--- config.mk ---
export PLATFORM = sky130hd
export DESIGN_NAME = demux_1to2_4bit_tdm
export DESIGN_NICKNAME = d
export VERILOG_FILES = /design/src/rtl/demux_1to2_4bit_tdm.sv
export SDC_FILE = /design/constraint.sdc
export NUM_CORES = 1
export LEC_CHECK = 0
export ABC_CLOCK_PERIOD_IN_PS = 2350
export CORE_UTILIZATION = 30
export DETAILED_ROUTE_END_ITERATION = 6
export DONT_BUFFER_PORTS = 1
export GPL_TIMING_DRIVEN = 1
export PLACE_DENSITY_LB_ADDON = 0.3
export SLEW_MARGIN = 15
export SYNTH_ARGS = -nofsm -noshare
export SYNTH_HDL_FRONTEND = slang
export SYNTH_SLANG_ARGS = --single-unit
--- constraint.sdc ---
create_clock -name clk -period 2.35 [get_ports clk]
set_input_delay 0.3525 -clock clk [delete_from_list [all_inputs] [get_ports clk]]
set_output_delay 0.3525 -clock clk [all_outputs]
set_load 0.02 [all_outputs]
--- src/rtl/demux_1to2_4bit_tdm.sv ---
// demux_1to2_4bit_tdm: recovers channels a/b from a sync-flagged TDM word stream.
// Define DEMUX_ERR_CNT_EN to add a saturating 8-bit err_cnt output.
module demux_1to2_4bit_tdm #(
    parameter int WIDTH = 4,
    parameter int TIMEOUT = 15
) (
    input  logic             clk,
    input  logic             rst,
    input  logic [WIDTH-1:0] in,
    input  logic             in_valid,
    input  logic             sync,
    output logic [WIDTH-1:0] a,
    output logic [WIDTH-1:0] b,
    output logic             a_valid,
    output logic             b_valid,
    output logic             pair_valid,
    output logic             locked,
    output logic             err
`ifdef DEMUX_ERR_CNT_EN
    ,
    output logic [7:0]       err_cnt
`endif
);
    typedef enum logic [1:0] {HUNT, EXP_B, EXP_A} state_t;

    localparam logic [7:0] IDLE_LAST = 8'(TIMEOUT - 1);

    state_t           state, state_n;
    logic [7:0]       idle, idle_n;
    logic [WIDTH-1:0] a_n, b_n;
    logic             a_valid_n, b_valid_n, pair_valid_n, err_n;

    always_comb begin
        state_n      = state;
        idle_n       = idle;
        a_n          = a;
        b_n          = b;
        a_valid_n    = 1'b0;
        b_valid_n    = 1'b0;
        pair_valid_n = 1'b0;
        err_n        = 1'b0;
        case (state)
            HUNT: if (in_valid && sync) begin
                a_n       = in;
                a_valid_n = 1'b1;
                state_n   = EXP_B;
                idle_n    = '0;
            end
            EXP_B: if (in_valid) begin
                idle_n = '0;
                if (sync) begin
                    // premature frame start: resynchronise on the new a word
                    err_n     = 1'b1;
                    a_n       = in;
                    a_valid_n = 1'b1;
                end else begin
                    b_n          = in;
                    b_valid_n    = 1'b1;
                    pair_valid_n = 1'b1;
                    state_n      = EXP_A;
                end
            end else if (idle == IDLE_LAST) begin
                err_n   = 1'b1;
                state_n = HUNT;
                idle_n  = '0;
            end else begin
                idle_n = idle + 8'd1;
            end
            EXP_A: if (in_valid) begin
                if (sync) begin
                    a_n       = in;
                    a_valid_n = 1'b1;
                    state_n   = EXP_B;
                    idle_n    = '0;
                end else begin
                    err_n   = 1'b1;
                    state_n = HUNT;
                end
            end
            default: state_n = HUNT;
        endcase
    end

    always_ff @(posedge clk) begin
        if (rst) begin
            state      <= HUNT;
            idle       <= '0;
            a          <= '0;
            b          <= '0;
            a_valid    <= 1'b0;
            b_valid    <= 1'b0;
            pair_valid <= 1'b0;
            err        <= 1'b0;
            locked     <= 1'b0;
        end else begin
            state      <= state_n;
            idle       <= idle_n;
            a          <= a_n;
            b          <= b_n;
            a_valid    <= a_valid_n;
            b_valid    <= b_valid_n;
            pair_valid <= pair_valid_n;
            err        <= err_n;
            locked     <= state_n != HUNT;
        end
    end

`ifdef DEMUX_ERR_CNT_EN
    always_ff @(posedge clk) begin
        if (rst)
            err_cnt <= '0;
        else if (err_n && err_cnt != 8'hFF)
            err_cnt <= err_cnt + 8'd1;
    end
`endif
endmodule

Word-level counts from Yosys, hierarchy flattened
Cells that the tools add are included.
{"block": "word_totals", "output_inout_bits": 13, "register_bits": 22}
{"block": "op_classes", "addsub": 1, "reduce_logical": 10, "bitwise": 2, "eq_ne": 8, "n_mux": 26}
{"op": "8-bit two-way mux", "count": 5}
{"op": "8-bit case mux with 3 select lines", "count": 1}
{"op": "4-bit two-way mux", "count": 3}
{"op": "2-bit two-way mux", "count": 5}
{"op": "8-bit by 1-bit adder with 8-bit output (second input constant)", "count": 1}
{"op": "8-bit by 4-bit == test with 1-bit output (second input constant)", "count": 1}
{"op": "1-bit two-way mux", "count": 8}
{"op": "4-bit case mux with 2 select lines", "count": 1}
{"op": "4-bit AND reduction", "count": 2}
{"op": "2-bit != test (second input constant)", "count": 3}
{"op": "2-bit case mux with 3 select lines", "count": 1}
{"op": "2-bit by 1-bit != test with 1-bit output (second input constant)", "count": 2}
{"op": "1-bit case mux with 2 select lines", "count": 2}
{"op": "2-bit nonzero test", "count": 2}
{"op": "2-bit OR reduction", "count": 2}
{"op": "3-bit AND reduction", "count": 1}
{"op": "3-bit nonzero test", "count": 1}
{"op": "2-bit by 1-bit == test with 1-bit output (second input constant)", "count": 1}
{"op": "2-bit == test (second input constant)", "count": 1}
{"op": "2-bit zero test", "count": 1}
{"op": "1-bit inverter", "count": 2}
{"op": "1-bit logical AND", "count": 1}

Longest topological paths before layout
Gate-level depths: netlist of run 1.
{"block": "logic_depth", "ltp_word": 5, "depth_mapped": 6, "mapped_depth_nobuf": 6}

Worst setup path after synthesis of run 1
No wires, ideal clock.
{"block": "synth_path", "path_type": "register to register", "start": "register state[0]", "end": "register idle[0]", "arrival_ns": 1.602, "setup_time_ns": 0.071, "period_less_slack_ns": 1.673, "stages_incl_launch_ff": 7, "required_ns": 2.279, "path_slack_ns": 0.677, "cell_sequence": "dfxtp_1 -> inv_1 -> ha_1 -> a2bb2oi_2 -> or2_1 -> or3_1 -> a21oi_1"}
{"block": "synth_between", "elab_chain_len": 3, "word_cells_on_any_way": 9, "cone_classes": "eq/ne (5); mux (1); reduce/logical (3)"}
{"element": "start, declared", "line": "28", "text": "state_t state, state_n;"}
{"element": "start signal, assigned", "line": "96", "text": "state <= state_n;"}
{"element": "2-bit == test (tied with other cells)", "line": "42", "text": "case (state)"}
{"element": "2-bit != test (no source line) or 3-bit nonzero test (tied branches)"}
{"element": "4-bit AND reduction (no source line)"}
{"element": "end signal, assigned", "line": "97", "text": "idle <= idle_n;"}
{"element": "end, declared", "line": "29", "text": "logic [7:0] idle, idle_n;"}
Several ways; a longest one is shown, not always the timed one.
A chain may end at the register's enable or synchronous reset.

Final worst setup path of run 1
Same ends and word-level chain as after synthesis.

==> results of run 1 <==
metal layers:
layer	global-route usage	routed length (um)
met5	0	0
met4	0.0195	0
met3	0.0546	170
met2	0.182	932
met1	0.135	891
cell usage after synthesis (all sizes together), types with 2 or more instances:
| library cell | count | share of area |
|---|---|---|
| nor4 | 2 | 0.018 |
| nor3 | 2 | 0.0095 |
| buf | 2 | 0.012 |
| ha | 7 | 0.083 |
| nor2 | 16 | 0.057 |
| clkbuf | 3 | 0.011 |
| nand2b | 2 | 0.012 |
| dfxtp | 22 | 0.42 |
| nand2 | 8 | 0.029 |
| a21o | 2 | 0.014 |
| a21oi | 9 | 0.043 |
| xor2 | 2 | 0.017 |
| or3 | 2 | 0.012 |
| xnor2 | 4 | 0.033 |
| mux2i | 4 | 0.038 |
| inv | 5 | 0.018 |
| nand3 | 6 | 0.029 |
state kept, by name, indices dropped and copies added, names as in the netlist:
| register | cells |
|---|---|
| state | 2 |
| locked | 1 |
| b | 4 |
| pair_valid | 1 |
| err | 1 |
| a_valid | 1 |
| idle | 8 |
| a | 4 |
per-stage QoR:
| stage | setup WS, ns | power (mW) |
|---|---|---|
| finish | 0.509 | 0.766 |
| global route | 0.384 | 0.801 |
| CTS | 0.504 | 0.775 |
| floorplan | 0.677 | 0.476 |
| global placement | 0.576 | 0.482 |
| detailed placement | 0.512 | 0.484 |
report_power, final:
part	leakage, nW	switching, mW	total, mW	internal [mW]
clock	0.0279	0.117	0.290	0.172
sequential	0.178	0.0198	0.404	0.385
combinational	0.253	0.0408	0.0714	0.0306
worst reg2reg max path, delay by kind of cell (launching register included):
kind                     cells  cell delay (ns)
adder cells (fa/ha/maj)      1             0.27
buffers and inverters        1             0.11
flip-flops                   1             0.44
AND/OR/NAND/NOR              2             0.63
AO/OA/AOI/OAI                2             0.34
cells by family after synthesis:
family                   share of synthesized area
flip-flops                                   0.419
AO/OA/AOI/OAI                                0.126
buffers and inverters                       0.0404
XOR/XNOR                                    0.0499
adder cells (fa/ha/maj)                     0.0832
AND/OR/NAND/NOR                              0.244
multiplexers                                0.0381
worst paths after layout:
path | startpoint | endpoint | slack, ns | cells past startpoint
setup reg to reg | state[0] | idle[0] | 0.51 | 6
hold / removal | rst | b[3] | 0.09 | 1
hold reg to reg | idle[1] | idle[1] | 0.50 | 2
setup / recovery | state[0] | idle[0] | 0.51 | 6
area by class of cell:
cell class	count	area, sq um	share of cell area
Sequential cell	22	440	0.387
Clock buffer	3	22.5	0.0198
Tap cell	46	57.6	0.0505
Inverter	5	18.8	0.0165
Clock inverter	1	30.0	0.0264
Multi-Input combinational cell	85	569	0.500
==> impl_metrics.py, run 1 <==
metrics = {
    "pwr": {
        "cellLeakagePower_nw": 0.459,
        "p_per_area_nw_per_um2": 672,
        "irDropWorstVdd_v": 0.000334,
    },
    "timing": {
        "rsz0062_at_grt": "false",
        "relSlewSlack": 0.607,
        "finalCritPeriodShare": 0.784,
        "fmax_mhz": 543,
        "hold_violations": 0,
        "tns_ns": 0,
        "post-route-min-period_ns": 1.84,
        "skew_ns": 0.00520,
        "finalSetupViolCount": 0,
        "whs_ns": 0.0867,
        "drv_slew": 0,
        "tightest_slew_ns": 0.587,
    },
    "route": {
        "vias": 821,
        "routed_wl_mm": 1.99,
        "final_antenna_net_count": 0,
        "drc": 0,
        "first_pass_iters": 4,
        "drt_iter0_drc": 44,
        "avgRoutedWirePerCell_um": 12.3,
        "avgViaCountPerCell": 5.07,
    },
    "worst_setup_path": {
        "crit_family": "simple AND/OR/NAND/NOR gates",
        "crit_path_max_fanout": 8,
        "path_buf_inv": 1,
        "crit_arrival_ns": 2.09,
        "crit_path_end_kind": "flop",
        "critPathRequiredTime_ns": 2.60,
        "path_class": "reg2reg",
        "critPathMaxStageDelay_ns": 0.44,
        "crit_chain": "inv_1 -> ha_1 -> a2bb2oi_2 -> or2_1 -> or3_1 -> a21oi_1",
        "crit_path_start_kind": "flop",
        "cp_slowest_cell": "dfxtp_1",
    },
    "synth": {
        "ys.flop_type": "dfxtp_1",
        "synth-edff-count": 0,
        "synthArstFlopShare": 0,
        "synth_nets": 132,
        "yosys_warnings": 0,
        "ys_types": 38,
        "synth_cells": 117,
        "synth_area_sq_um": 1050,
        "ys_seq_elements": 22,
        "syn_avg_cell_area_sq_um": 8.99,
        "ys_seq_area_frac": 0.419,
    },
    "floorplan": {
        "rows": 21,
        "pin_count": 21,
        "core_sq_um": 3340,
        "start_util": 0.315,
        "die-area_sq_um": 3750,
        "dieWidth_um": 61.2,
        "die_y_um": 61.2,
    },
    "placed_design": {
        "dpl.hpwl_mm": 1.51,
        "dp.cells": 158,
        "port_buffers": 0,
        "gp_congestion": 0.797,
        "place_area_sq_um": 1090,
    },
    "final_layout": {
        "final_cell_mix": "dfxtp_1, nor2_1, a21oi_1",
        "stdcell_area_sq_um": 1140,
        "drive_gt1_frac": 0.0517,
        "mostFrequentLayoutCell": "dfxtp_1",
        "final_core_util": 0.341,
        "areaGrowthSynthToFinish_pct": 8.20,
        "fin_nets": 132,
        "final_cells": 162,
        "n_fill_cell": 354,
        "antenna_cells": 0,
    },
    "clock_network": {
        "post_cts_buffers": 0,
        "tritoncts": "done",
        "clock_path_buffers": 2,
        "ctsHoldBuffers": 0,
        "cts_resized": 0,
        "clock_sinks": 22,
        "clockRootBuffer": "clkbuf_4",
        "worstSkewPairLatency_ns": 0.31,
        "cts.reportedPaths.clkPinSlew_ns": 0.13,
        "htreeDepth": 1,
        "cts-buffers-inserted": 3,
    },
    "grt": {
        "antenna_found_initial": 0,
        "grt_max_degree": 17,
        "grt_pass1_vias": 728,
        "grtUsageTotal": 0.112,
        "grt_pass1_wl_mm": 3.09,
        "grt-ovfl-total": 0,
    },
    "status": {
        "status": "finished clean",
    },
    "worst_hold_path": {
        "holdCritPathClass": "in2reg",
    },
    "run": {
        "maxCapViolCount": 0,
    },
}
Note: power is estimated with default switching activity, not from simulation.
==> run 2, diff against run 1 <==
ABC_CLOCK_PERIOD_IN_PS = 1620   (was 2350)
clock period = 1.62 ns   (was 2.35 ns; I/O delays follow)
==> run 2 against run 1 <==
Effect of this change: the run now ends with hold timing, setup timing left; worst hold slack lost 0.12 ns; count of clock-buffer cells in the layout unchanged; core utilization up 5.0 points; total power up 51%; clock power up 44%; register-to-register slack got worse by 0.51 ns; routed wire length increased by 8.9%; combinational power is 120% higher; sequential share of layout area decreased by 4.3 points.
==> impl_metrics.py, run 2 (same netlist as run 1, synthesis figures left out) <==
metrics = {
    "worst_hold_path": {
        "hold_depth": 1,
        "hold_start": "rst",
        "holdCritPathClass": "in2reg",
    },
    "placed_design": {
        "dpl.hpwl_mm": 1.54,
        "gp_congestion": 0.784,
        "place_area_sq_um": 1140,
        "port_buffers": 0,
        "dp.cells": 165,
    },
    "worst_setup_path": {
        "path_class": "reg2reg",
        "crit_path_start_kind": "flop",
        "critical_path.startpoint": "state[1]",
        "crit_path_max_fanout": 4,
        "critPathRequiredTime_ns": 1.87,
        "r2r_cells": 7,
        "crit_path_end_kind": "flop",
        "crit_arrival_ns": 1.88,
        "r2r-start": "state[1]",
        "rrSetupSlack_ns": -0.004,
    },
    "final_layout": {
        "final_cell_mix": "dfxtp_1, nor2_1, buf_4",
        "n_fill_cell": 338,
        "fin_nets": 143,
        "stdcell_area_sq_um": 1310,
        "antenna_cells": 0,
        "largest-register": "idle",
        "largestRegisters": "idle (8), a (4), b (4)",
        "largest_register_ff_count": 8,
        "final_cells": 173,
        "mostFrequentLayoutCell": "dfxtp_1",
        "final_core_util": 0.391,
        "areaGrowthSynthToFinish_pct": 24.1,
        "seq_area_sq_um": 449,
        "drive_gt1_frac": 0.268,
        "multi_input_area_sq_um": 639,
    },
    "timing": {
        "worst_slack_ns": -0.00379,
        "finalSetupViolCount": 1,
        "hold_violations": 13,
        "skew_ns": 0.0113,
        "whs_ns": -0.0321,
        "relSlewSlack": 0.740,
        "tightest_slew_ns": 0.387,
        "fmax_mhz": 616,
        "finalCritPeriodShare": 1.00,
        "rsz0062_at_grt": "true",
        "post-route-min-period_ns": 1.62,
        "drv_slew": 0,
    },
    "clock_network": {
        "clock_path_buffers": 2,
        "tritoncts": "done",
        "htreeDepth": 1,
        "clockRootBuffer": "clkbuf_4",
        "clock_sinks": 22,
        "cts-buffers-inserted": 3,
        "cts.reportedPaths.clkPinSlew_ns": 0.13,
        "worstSkewPairLatency_ns": 0.31,
    },
    "route": {
        "wl_met1_mm": 1.02,
        "drt_iter0_drc": 21,
        "avgViaCountPerCell": 4.76,
        "drc": 0,
        "wl_met2_mm": 1.03,
        "routed_wl_mm": 2.17,
        "first_pass_iters": 4,
        "wl_met3_um": 110,
        "avgRoutedWirePerCell_um": 12.6,
        "vias": 823,
        "maxUsedRoutingLayer": "met4",
        "final_antenna_net_count": 0,
    },
    "status": {
        "violations": "hold timing, setup timing",
        "status": "finished with violations",
    },
    "floorplan": {
        "rows": 21,
        "die_y_um": 61.2,
        "die-area_sq_um": 3750,
        "start_util": 0.315,
        "pin_count": 21,
        "dieWidth_um": 61.2,
        "core_sq_um": 3340,
    },
    "pwr": {
        "clock_power_share": 0.361,
        "netSwitchingPower_uw": 271,
        "irDropWorstVdd_v": 0.000567,
        "cellLeakagePower_nw": 0.538,
        "intPower_uw": 888,
        "seqPwrFrac": 0.505,
        "power_mw": 1.16,
        "swShare": 0.234,
        "combinationalPowerShare": 0.133,
        "p_per_area_nw_per_um2": 887,
    },
    "grt": {
        "grt_pass1_wl_mm": 3.11,
        "antenna_found_initial": 0,
        "grt_pass1_vias": 746,
        "grtUsageTotal": 0.117,
        "grt_max_degree": 17,
        "grt-ovfl-total": 0,
    },
    "run": {
        "maxCapViolCount": 0,
    },
}
run 2: cell count changes in the layout (fill, tap and decap cells not counted), moves of 3 or more:
cell / delta
ha_1: -3
inv_1: -3
dfxtp_1: -3
buf_4: +10
run 2: power by group through the flow:
stage / clock (mW) / sequential (mW) / combinational, mW
CTS: 0.432 / 0.587 / 0.124
global placement: 0 / 0.599 / 0.122
detailed placement: 0 / 0.600 / 0.123
finish: 0.419 / 0.586 / 0.154
floorplan: 0 / 0.596 / 0.0967
global route: 0.454 / 0.589 / 0.170
run 2: what timing repair did:
item                                   4_1_cts  5_1_grt
gates resized for setup                      2       20
setup buffers                                0        4
setup endpoints to repair                    2        8
endpoints found under the hold margin       13       13
pin swaps                                    0        5
run 2: cell type report:
| cell class | instances | share of cell area |
|---|---|---|
| multi-input cells | 85 | 0.489 |
| clock buffers | 3 | 0.0172 |
| well taps | 46 | 0.0441 |
| repair buffers | 11 | 0.0661 |
| flip-flops and latches | 22 | 0.344 |
| inverters | 5 | 0.0163 |
| clock inverters | 1 | 0.0230 |
run 2: critical path: stages, from the launching register on:
cell     delay (ns)
dfxtp_4        0.38
inv_4          0.06
buf_6          0.10
ha_4           0.14
inv_2          0.04
a311o_1        0.35
or3_4          0.38
a21oi_2        0.13
run 2: routing by layer:
| layer | GRT usage | up-vias |
|---|---|---|
| li1 | - | 423 |
| met1 | 0.145 | 382 |
| met2 | 0.179 | 16 |
| met3 | 0.0546 | 2 |
| met4 | 0.0390 | 0 |
| met5 | 0 | - |
run 2: worst paths after layout:
path | to
worst max-delay path | idle[0]
worst min-delay path | idle[0]
worst max register to register | idle[0]
worst min register to register | idle[0]
run 2: through the flow:
| stage | setup WS (ns) | TNS, ns |
|---|---|---|
| 2_1_floorplan | 0.0308 | 0 |
| 3_3_place_gp | 0.0639 | 0 |
| 3_5_place_dp | -0.0191 | -0.0291 |
| 4_1_cts | 0.000584 | 0 |
| 5_1_grt | -0.0631 | -0.102 |
| 6_report | -0.00379 | -0.00379 |
